**src/rtl/ysyx_24090012_lsu_resp.sv**
```systemverilog
// ysyx_24090012_lsu_resp: LSU responder for the EXU memory handshake.
// Optional misaligned-access trap enabled by defining LSU_MISALIGN_CHECK_EN.
module ysyx_24090012_lsu_resp #(
    parameter int unsigned TIMEOUT_CYCLES = 255
) (
    input  logic        clk,
    input  logic        rst_n,
    input  logic        mem_valid,
    input  logic [31:0] mem_addr,
    input  logic [31:0] mem_wdata,
    input  logic [31:0] exu_to_lsu_inst,
    output logic        mem_ready,
    output logic [31:0] lsu_rdata,
    output logic [31:0] lsu_inst,
    output logic        lsu_err,
    output logic        dmem_valid,
    input  logic        dmem_ready,
    output logic        dmem_we,
    output logic [31:0] dmem_addr,
    output logic [31:0] dmem_wdata,
    output logic [3:0]  dmem_wmask,
    input  logic        dmem_rvalid,
    input  logic [31:0] dmem_rdata,
    input  logic        dmem_err
);

    localparam logic [1:0] IDLE = 2'd0;
    localparam logic [1:0] REQ  = 2'd1;
    localparam logic [1:0] WAIT = 2'd2;
    localparam logic [1:0] DONE = 2'd3;

    localparam logic [6:0]  OP_LOAD  = 7'b0000011;
    localparam logic [6:0]  OP_STORE = 7'b0100011;
    localparam logic [15:0] TO_LAST  = 16'(TIMEOUT_CYCLES - 1);

    logic [1:0]  state;
    logic [31:0] addr_q;
    logic [31:0] wdata_q;
    logic [31:0] inst_q;
    logic [31:0] rdata_q;
    logic        ld_q;
    logic        st_q;
    logic        err_q;
    logic [15:0] tcnt;

    logic [6:0]  in_op;
    logic [2:0]  in_f3;
    logic        in_ld;
    logic        in_st;
    logic        in_bad;

    assign in_op = exu_to_lsu_inst[6:0];
    assign in_f3 = exu_to_lsu_inst[14:12];

    always_comb begin
        in_ld = 1'b0;
        in_st = 1'b0;
        if (in_op == OP_LOAD) begin
            in_ld = (in_f3 == 3'b000) || (in_f3 == 3'b001) ||
                    (in_f3 == 3'b010) || (in_f3 == 3'b100) ||
                    (in_f3 == 3'b101);
        end
        if (in_op == OP_STORE) begin
            in_st = (in_f3 <= 3'b010);
        end
    end

`ifdef LSU_MISALIGN_CHECK_EN
    always_comb begin
        in_bad = 1'b0;
        if (in_ld || in_st) begin
            unique case (in_f3[1:0])
                2'b01:   in_bad = mem_addr[0];
                2'b10:   in_bad = |mem_addr[1:0];
                default: in_bad = 1'b0;
            endcase
        end
    end
`else
    assign in_bad = 1'b0;
`endif

    logic [1:0]  off;
    logic [2:0]  f3_q;
    logic [3:0]  st_mask;
    logic [31:0] st_data;
    logic [31:0] ld_sh;
    logic [31:0] ld_ext;

    assign off  = addr_q[1:0];
    assign f3_q = inst_q[14:12];

    // Lane-replicate store data; a 4-bit mask drops bytes past the word.
    always_comb begin
        st_mask = 4'b1111;
        st_data = wdata_q;
        unique case (f3_q[1:0])
            2'b00: begin
                st_mask = 4'b0001 << off;
                st_data = {4{wdata_q[7:0]}};
            end
            2'b01: begin
                st_mask = 4'b0011 << off;
                st_data = {2{wdata_q[15:0]}};
            end
            default: ;
        endcase
    end

    assign ld_sh = dmem_rdata >> {off, 3'b000};

    always_comb begin
        ld_ext = ld_sh;
        unique case (f3_q)
            3'b000:  ld_ext = {{24{ld_sh[7]}}, ld_sh[7:0]};
            3'b001:  ld_ext = {{16{ld_sh[15]}}, ld_sh[15:0]};
            3'b100:  ld_ext = {24'd0, ld_sh[7:0]};
            3'b101:  ld_ext = {16'd0, ld_sh[15:0]};
            default: ;
        endcase
    end

    logic to_hit;
    assign to_hit = (tcnt == TO_LAST);

    always_ff @(posedge clk or negedge rst_n) begin
        if (!rst_n) begin
            state   <= IDLE;
            addr_q  <= 32'd0;
            wdata_q <= 32'd0;
            inst_q  <= 32'd0;
            rdata_q <= 32'd0;
            ld_q    <= 1'b0;
            st_q    <= 1'b0;
            err_q   <= 1'b0;
            tcnt    <= 16'd0;
        end else begin
            unique case (state)
                IDLE: begin
                    if (mem_valid) begin
                        addr_q  <= mem_addr;
                        wdata_q <= mem_wdata;
                        inst_q  <= exu_to_lsu_inst;
                        ld_q    <= in_ld;
                        st_q    <= in_st;
                        tcnt    <= 16'd0;
                        err_q   <= in_bad;
                        if ((in_ld || in_st) && !in_bad) begin
                            state <= REQ;
                        end else begin
                            state <= DONE;
                        end
                    end
                end
                REQ: begin
                    tcnt <= tcnt + 16'd1;
                    if (to_hit) begin
                        state <= DONE;
                        err_q <= 1'b1;
                    end else if (dmem_ready) begin
                        state <= WAIT;
                    end
                end
                WAIT: begin
                    tcnt <= tcnt + 16'd1;
                    if (to_hit) begin
                        state <= DONE;
                        err_q <= 1'b1;
                    end else if (dmem_rvalid) begin
                        state <= DONE;
                        err_q <= dmem_err;
                        if (ld_q) begin
                            rdata_q <= ld_ext;
                        end
                    end
                end
                DONE: begin
                    state <= IDLE;
                    err_q <= 1'b0;
                end
            endcase
        end
    end

    logic in_req;
    assign in_req = (state == REQ);

    assign mem_ready  = (state == DONE);
    assign lsu_err    = err_q;
    assign lsu_rdata  = rdata_q;
    assign lsu_inst   = inst_q;
    assign dmem_valid = in_req;
    assign dmem_we    = in_req && st_q;
    assign dmem_addr  = in_req ? {addr_q[31:2], 2'b00} : 32'd0;
    assign dmem_wdata = dmem_we ? st_data : 32'd0;
    assign dmem_wmask = dmem_we ? st_mask : 4'd0;

endmodule

```
**config.mk**
```make
export PLATFORM = sky130hd
export DESIGN_NAME = ysyx_24090012_lsu_resp
export DESIGN_NICKNAME = d
export VERILOG_FILES = /design/src/rtl/ysyx_24090012_lsu_resp.sv
export SDC_FILE = /design/constraint.sdc
export NUM_CORES = 1
export LEC_CHECK = 0
export BUFFER_PORTS_ARGS = -buffer_cell sky130_fd_sc_hd__buf_2
export CORE_UTILIZATION = 50
export CTS_CLUSTER_SIZE = 10
export DETAILED_ROUTE_END_ITERATION = 10
export GPL_ROUTABILITY_DRIVEN = 0
export HOLD_SLACK_MARGIN = 0.02
export PLACE_DENSITY = 0.81
export SYNTH_ARGS = -nofsm -noshare
export SYNTH_HDL_FRONTEND = slang
export SYNTH_SLANG_ARGS = --single-unit
```
**constraint.sdc**
```tcl
create_clock -name clk -period 2.4 [get_ports clk]
set_input_delay 0.24 -clock clk [delete_from_list [all_inputs] [get_ports clk]]
set_output_delay 0.24 -clock clk [all_outputs]
set_load 0.005 [all_outputs]
```
; ---- Word-level counts from Yosys, hierarchy flattened
; Cells that the tools add are included.
[classes]
div = 0
shift = 3
n_mul = 0
addsub = 1
eq_ne = 18
muxes = 22
n_lt_le_gt_ge = 1
n_bitwise = 1
reduce_logical = 17
[ops]
columns = operator, count
row1 = $pmux W32 S4, 1
row2 = $mux W32, 2
row3 = $pmux W32 S2, 1
row4 = $pmux W16 S2, 1
row5 = $shr A32 B5 Y32, 1
row6 = $add A16 B1 Y16 const B, 1
row7 = $eq A16 B8 Y1 const B, 1
row8 = $mux W16, 1
row9 = $eq A3 B3 Y1 const B, 4
row10 = $mux W2, 6
row11 = $pmux W2 S4, 1
row12 = $pmux W4 S2, 1
row13 = $eq A7 B2 Y1 const B, 1
row14 = $eq A7 B6 Y1 const B, 1
row15 = $eq A3 B1 Y1 const B, 2
row16 = $logic_not A3 Y1, 2
row17 = $mux W1, 6
row18 = $ne A3 B3 Y1 const B, 2
row19 = $reduce_and A3 Y1, 2
row20 = $logic_or A1 B1 Y1, 5
row21 = $eq A2 B1 Y1 const B, 2
row22 = $eq A2 B2 Y1 const B, 2
row23 = $logic_not A2 Y1, 2
row24 = $mux W4, 1
row25 = 12 further kinds, 14
[word_totals]
elab_cells = 72
memories = 0
output_inout_bits = 136
in_bits = 134
latchBits = 0
ramBits = 0
reg_bits = 149
rom_bits = 0

; ---- Depth between registers and ports, before layout
; Gate-level depths: netlist of the first run.
[logic_depth]
word_depth = 10
depth_mapped = 9
ltp_nobuf = 6

; ---- Least setup slack after synthesis of the first run
; OpenSTA, ideal clock, no wires.
[synth_timing]
path_kind = register to register
start = register state[0]
end = register tcnt[9]
period_less_slack_ps = 2119
path_slack_ps = 281
stages_incl_launch_ff = 8
setup_time_ps = 77
path_buffers = 1
arrival_ps = 2041
required_ps = 2323
path_cell_list = dfrtp_1 inv_1 ha_1 mux2i_2 or3_1 buf_2 or4_1 a21oi_1
[synth_between]
elab_chain_cells = 4
elab_cells_between_ends = 8
cone_classes = eq/ne: 3 / mux: 1 / reduce/logical: 4
[synth_rtl]
columns = item, line_no
row1 = start: declaration, 36  ; logic [1:0] state;
row2 = start signal: assignment, 128  ; state <= IDLE;
row3 = start signal: assignment, 149  ; state <= REQ;
row4 = start signal: assignment, 151  ; state <= DONE;
row5 = $eq A2 B1 Y1 / $eq A2 B2 Y1 (equally long branches), 138  ; unique case (state)
row6 = $reduce_or A2 Y1 (no line), --
row7 = $reduce_bool A2 Y1 (no line), --
row8 = $reduce_and A2 Y1 (no line), --
row9 = end signal: assignment, 156  ; tcnt <= tcnt + 16'd1;
row10 = end signal: assignment, 165  ; tcnt <= tcnt + 16'd1;
row11 = end: declaration, 44  ; logic [15:0] tcnt;
; Several ways; a longest one is shown, not always the timed one.
; A chain may end at the register's enable or synchronous reset.

; ---- Worst setup path in the final report of the first run
[layout_timing]
start = register state[0]
end = register tcnt[15]
; Same word-level chain as after synthesis.

==> summary.txt, run 1 <==
Place
  • Buffers on Ports: 267
  • DP Wirelength: 13770 microns
  • Post-Place Cells: 1097
  • Placed Instance Area: 9007 sq um

Detailed routing
  • Drt drc: 0
  • Post-DR vias/cell: 5.463
  • Antenna-violating nets left: 0
  • 1st-pass router iterations: 5
  • Via count: 6173
  • WL final: 19370 microns
  • Drt initial violations: 384
  • Drt wl/cell: 17.14 microns

Synth
  • Ys async rst share: 100.0%
  • Synth Cell Area: 7377 sq um
  • Seq/Total Area, Yosys: 50.54%
  • Synth Instances: 672
  • Yosys cell types: 46
  • Ys Warns: 0
  • Synthesized area per cell: 10.98 sq um
  • Main synth FF type: dfrtp_1
  • Number of synthesized register bits: 149
  • EDFF count, synth: 0

Clock network
  • Post-CTS Setup Bufs: 0
  • Clock sink total: 149
  • Max clock buf depth: 2
  • TritonCTS Buffers: 17
  • Clock Tree Root: clkbuf_16
  • Clock-pin transition on the worst setup and hold timing paths: 60 ps
  • Clk_lat worst skew: 420 ps
  • CTS tree: yes
  • CTS H-tree depth: 4

Pwr
  • Logic pwr share: 38.6%
  • Sw Ratio: 33.77%
  • Sequential share of power: 36.9%
  • Psw: 3.835 mW
  • VDD IR max: 0.5854 mV
  • Cell Pwr Density: 1178 nW/um^2
  • Leak Pwr: 4.934 nW
  • Clk pwr share: 24.6%
  • Internal: 7.520 mW

STA
  • Minimum clock period: 2187 ps
  • Tcrit/Tclk final: 91.12%
  • Setup Skew: 8.349 ps
  • Total negative setup slack: 0 ps
  • Max Clk Rate: 0.4573 GHz
  • Least-Margin Pin Slew: 640.9 ps
  • Max_slew headroom: 57.19%
  • Final Hold Fails: 0
  • Final Slew Violations: 0
  • RSZ-0062 raised after global routing: no
  • Setup violations, final: 0
  • Fin Hold WS: 42.74 ps

Cells and area
  • Ant diodes: 0
  • Number of fill cells in the layout: 1154
  • Design Area, Final: 9642 sq um
  • Core Util, Final: 66.59%
  • Area Growth Syn to Fin: 30.70%
  • Share of layout cells above drive strength 1: 45.35%
  • Layout Nets: 1073
  • Final Non-Filler Cells: 1130

GRT
  • GRT Residual Overflow: 0
  • Global-route wire length before repair: 29910 microns
  • Number of global-route vias before repair: 5980
  • GRT Total Usage: 26.09%
  • Largest net degree at the start of global routing: 58
  • Initial antenna violation count: 0

Run status
  • Status: finished clean

Hold path
  • Hold/Removal Path Class: input pin to flop
  • Hold depth: 2

Floorplanning
  • Chip Width: 123.5 microns
  • IO Pins: 270
  • Core area: 14480 sq um
  • Die height: 123.5 microns
  • Starting Density: 50.95%
  • Die Area: 15240 sq um
  • Rows: 44

Setup path
  • Critical path class: flop to flop
  • Max FO, Critical Path: 7
  • Required time of the critical path: 2750 ps
  • Worst r2r path cells: 6
  • CP endpoint kind: flop
  • Crit start category: flop
  • CP arrival: 2540 ps

Run
  • Max_cap viols: 0
worst max-delay path, stage by stage (launching register included):
cell and delay [ps]:
dfrtp_1 420, inv_1 90, ha_1 410, mux2i_2 110, or3_1 460, or4_1 490
a21oi_1 150
logic make-up after synthesis:
| group | Yosys count | share of synthesized area (%) |
|---|---|---|
| compound gates | 119 | 9.600 |
| xor+xnor | 6 | 0.7125 |
| fa+ha+maj | 6 | 1.018 |
| buf+inv | 61 | 3.409 |
| flops | 149 | 50.54 |
| mux | 148 | 22.32 |
| other cells | 1 | 0.05083 |
| simple gates | 182 | 12.35 |
cell type report:
type,count,area (sq um),area share (%)
clock inverters,8,120.1,1.246
clock buffers,24,501.7,5.204
flip-flops and latches,149,3729,38.67
well taps,184,230.2,2.388
repair buffers,290,1605,16.65
multi-input cells,463,3411,35.38
inverters,12,45.04,0.4672
what timing repair did:
| item | 4_1_cts | 5_1_grt |
|---|---|---|
| hold endpoints to repair | 55 | 0 |
| resized for setup | 0 | 1 |
| hold buffers | 1 | 0 |
| endpoints found under the setup margin | 0 | 4 |
Yosys cell counts, types with 3 or more instances:
| library cell | instances | share of area, % |
|---|---|---|
| a211oi_1 | 8 | 0.81 |
| a21oi_1 | 55 | 3.7 |
| a2bb2oi_1 | 8 | 0.95 |
| a31oi_1 | 17 | 1.4 |
| and2_1 | 34 | 2.9 |
| and3_1 | 9 | 0.76 |
| buf_1 | 4 | 0.20 |
| buf_2 | 6 | 0.41 |
| clkbuf_1 | 36 | 1.8 |
| dfrtp_1 | 149 | 51 |
| ha_1 | 6 | 1.0 |
| inv_1 | 12 | 0.61 |
| mux2_1 | 15 | 2.3 |
| mux2_2 | 104 | 16 |
| mux2i_1 | 27 | 3.7 |
| nand2_1 | 53 | 2.7 |
| nand2b_1 | 3 | 0.25 |
| nand3_1 | 9 | 0.61 |
| nand4_1 | 5 | 0.42 |
| nor2_1 | 38 | 1.9 |
| nor2b_1 | 9 | 0.76 |
| nor3_1 | 4 | 0.27 |
| nor4_1 | 4 | 0.34 |
| o21ai_0 | 15 | 1.0 |
| o31ai_1 | 7 | 0.71 |
| or4_1 | 6 | 0.61 |
| xnor2_1 | 3 | 0.36 |
| xor2_1 | 3 | 0.36 |
per-layer routing:
| metal | track usage (%) | routed length (microns) |
|---|---|---|
| met1 | 33.90 | 8283 |
| met2 | 42.14 | 9290 |
| met3 | 7.288 | 1445 |
| met4 | 8.434 | 348 |
| met5 | 0 | 0 |
cell usage in the layout (no fill, tap or decap), drive strengths merged, types with 5 or more instances in the layout:
master | Yosys | routed
a211oi | 8 | 8
a21oi | 55 | 55
a2bb2oi | 8 | 8
a31oi | 17 | 17
and2 | 34 | 34
and3 | 9 | 9
buf | 13 | 289
clkbuf | 36 | 24
dfrtp | 149 | 149
ha | 6 | 6
inv | 12 | 12
mux2 | 119 | 119
mux2i | 28 | 28
nand2 | 53 | 53
nand3 | 9 | 9
nand4 | 5 | 5
nor2 | 38 | 38
nor2b | 9 | 9
o21ai | 17 | 17
o31ai | 7 | 7
or4 | 6 | 6
final timing paths:
kind                                end    startpoint  slack [ps]
setup reg to reg               tcnt[15]      state[0]         210
setup / recovery               tcnt[15]      state[0]         210
max in group asynchronous  lsu_inst[11]         rst_n        1380
hold reg to reg            lsu_rdata[2]  lsu_rdata[2]         480
hold / removal               wdata_q[3]  mem_wdata[3]          40
min in group asynchronous      tcnt[13]         rst_n         370
power by group through the flow:
| stage | Combinational (mW) | Clock [mW] | Sequential [mW] |
|---|---|---|---|
| floorplan | 2.94 | 0 | 4.00 |
| global placement | 4.26 | 0 | 4.15 |
| detailed placement | 4.35 | 0 | 4.20 |
| CTS | 4.39 | 2.83 | 4.18 |
| global route | 4.83 | 2.94 | 4.32 |
| finish | 4.38 | 2.79 | 4.19 |
stage by stage:
step | setup WS, ps | total power [mW]
6_report | 213.2 | 11.35
5_1_grt | 55.36 | 12.09
4_1_cts | 102.6 | 11.39
3_5_place_dp | 237.5 | 8.555
3_3_place_gp | 287.1 | 8.409
2_1_floorplan | 281.4 | 6.937
state kept, by name, indices dropped and copies added (netlist names):
signal	count
addr_q	32
lsu_inst	32
lsu_rdata	32
wdata_q	32
tcnt	16
state	2
ld_q	1
lsu_err	1
st_q	1
Power figures use the tool's default switching activity.
==> run 2, diff against run 1 <==
==> constraint.sdc (replaced) <==
create_clock -name clk -period 2.4 [get_ports clk]
set_input_delay 0.36 -clock clk [delete_from_list [all_inputs] [get_ports clk]]
set_output_delay 0.36 -clock clk [all_outputs]
set_load 0.005 [all_outputs]
==> summary.txt, run 2 (synthesis results as in run 1) <==
GRT
  • Largest net degree at the start of global routing: 58 (unchanged)
  • Initial antenna violation count: 0 (unchanged)
  • Number of global-route vias before repair: 6053 (was 5980)
  • GRT Total Usage: 25.98% (was 26.09%)
  • Global-route wire length before repair: 29970 microns (was 29910 microns)
  • GRT Residual Overflow: 0 (unchanged)

Setup path
  • Max FO, Critical Path: 21 (was 7)
  • Crit start category: flop (unchanged)
  • CP arrival: 1890 ps (was 2540 ps)
  • Required time of the critical path: 2040 ps (was 2750 ps)
  • CP endpoint kind: output pin (was flop)
  • Reg2Reg Setup Slack: 210 ps (about the same)
  • Critical path class: flop to output pin (was flop to flop)

Detailed routing
  • Antenna-violating nets left: 0 (unchanged)
  • Via count: 6114 (was 6173)
  • Post-DR vias/cell: 5.396 (was 5.463)
  • Drt drc: 0 (unchanged)
  • WL final: 19290 microns (was 19370 microns)
  • Drt wl/cell: 17.02 microns (was 17.14 microns)
  • 1st-pass router iterations: 5 (unchanged)
  • Drt initial violations: 305 (was 384)

Place
  • DP Wirelength: 14150 microns (was 13770 microns)
  • Buffers on Ports: 267 (unchanged)
  • Placed Instance Area: 9030 sq um (was 9007 sq um)

Floorplanning
  • Core area: 14480 sq um (unchanged)
  • Rows: 44 (unchanged)
  • Die height: 123.5 microns (unchanged)
  • Chip Width: 123.5 microns (unchanged)
  • Die Area: 15240 sq um (unchanged)
  • Starting Density: 50.95% (unchanged)
  • IO Pins: 270 (unchanged)

STA
  • Least-Margin Pin Slew: 499.5 ps (was 640.9 ps)
  • Final Hold Fails: 0 (unchanged)
  • Tcrit/Tclk final: 93.65% (was 91.12%)
  • Final Slew Violations: 0 (unchanged)
  • Total negative setup slack: 0 ps (unchanged)
  • RSZ-0062 raised after global routing: no (unchanged)
  • Max Clk Rate: 0.4449 GHz (was 0.4573 GHz)
  • Max_slew headroom: 66.57% (was 57.19%)
  • Minimum clock period: 2248 ps (was 2187 ps)
  • Setup violations, final: 0 (unchanged)
  • Setup Skew: 8.694 ps (was 8.349 ps)

Cells and area
  • Design Area, Final: 9679 sq um (was 9642 sq um)
  • Number of fill cells in the layout: 1130 (was 1154)
  • Area Growth Syn to Fin: 31.21% (was 30.70%)
  • Most common cell after layout, fill and taps aside: buf_2 (unchanged)
  • Ant diodes: 0 (unchanged)
  • Most frequent cells in the layout: buf_2 (266), dfrtp_1 (149), mux2_2 (104), a21oi_1 (55), nand2_1 (51) (unchanged)
  • Layout Nets: 1076 (was 1073)
  • Share of layout cells above drive strength 1: 45.73% (was 45.35%)

Run status
  • Status: finished clean (unchanged)

Run
  • Max_cap viols: 0 (unchanged)

Pwr
  • Leak Pwr: 4.954 nW (was 4.934 nW)
  • Cell Pwr Density: 1186 nW/um^2 (was 1178 nW/um^2)
  • VDD IR max: 0.7122 mV (was 0.5854 mV)

Clock network
  • Max clock buf depth: 2 (unchanged)
  • CTS tree: yes (unchanged)
  • Clock-pin transition on the worst setup and hold timing paths: 60 ps (about the same)
  • Clk_lat worst skew: 420 ps (about the same)
  • Clock sink total: 149 (unchanged)
  • Clock Tree Root: clkbuf_16 (unchanged)
  • CTS H-tree depth: 4 (unchanged)
  • TritonCTS Buffers: 17 (unchanged)

Hold path
  • Hold/Removal Path Class: input pin to flop (unchanged)
==> run 2: cell count changes in the layout (fill, tap and decap cells not counted), sizes merged <==
cell,change
clkbuf,-6
inv,+4
buf,+3
bufinv,+1
clkinv,+1
==> run 2: cell type report <==
type	instances	area (sq um)	share of cell area [%]
Multi-Input combinational cell	463	3411	35.24
Inverter	12	45.04	0.4654
Tap cell	184	230.2	2.378
Timing Repair Buffer	293	1628	16.82
Sequential cell	149	3729	38.52
Clock inverter	14	197.7	2.042
Clock buffer	18	439.2	4.537
==> run 2: critical path: stages (launching register included) <==
cell and delay, ps:
dfrtp_1 400, inv_1 120, ha_1 200, nand2_2 160, buf_4 270, a21oi_1 160, buf_2 140
==> run 2: worst paths after layout <==
kind / startpoint / end / depth (start not counted)
worst max register to register: state[0] / tcnt[15] / 6
min in group asynchronous: rst_n / tcnt[14] / 2
max in group asynchronous: rst_n / lsu_rdata[12] / 3
worst min-delay path: mem_addr[12] / addr_q[12] / 2
worst max-delay path: state[1] / dmem_wdata[8] / 6
worst min register to register: ld_q / ld_q / 2
==> run 2: timing repair <==
item | CTS | global route
resized for setup | 0 | 1
buffers inserted | 0 | 0
setup endpoints to repair | 0 | 21
hold endpoints to repair | 42 | 0
hold buffers | 1 | 0
==> run 2: routing by layer <==
layer	wire length, microns	GRT usage (%)
met1	8400	33.16
met2	9246	42.42
met3	1359	8.256
met4	280	7.304
met5	0	0
==> run 2: through the flow <==
step	cells	util (%)	power [mW]	setup slack [ps]	hold slack (ps)
after detailed placement	1100	62.37	8.649	203.5	317.0
after CTS	1133	66.83	11.54	19.84	151.0
after global routing	1133	66.85	12.20	9.044	147.6
after floorplan	673	-	6.937	281.4	64.41
final	1133	66.85	11.48	152.4	162.8
after global placement	1100	62.37	8.477	280.0	317.1
==> run 2: power by group <==
group	internal, mW	switching, mW
logic	2.30	2.17
clock network	1.78	1.08
registers	3.49	0.677
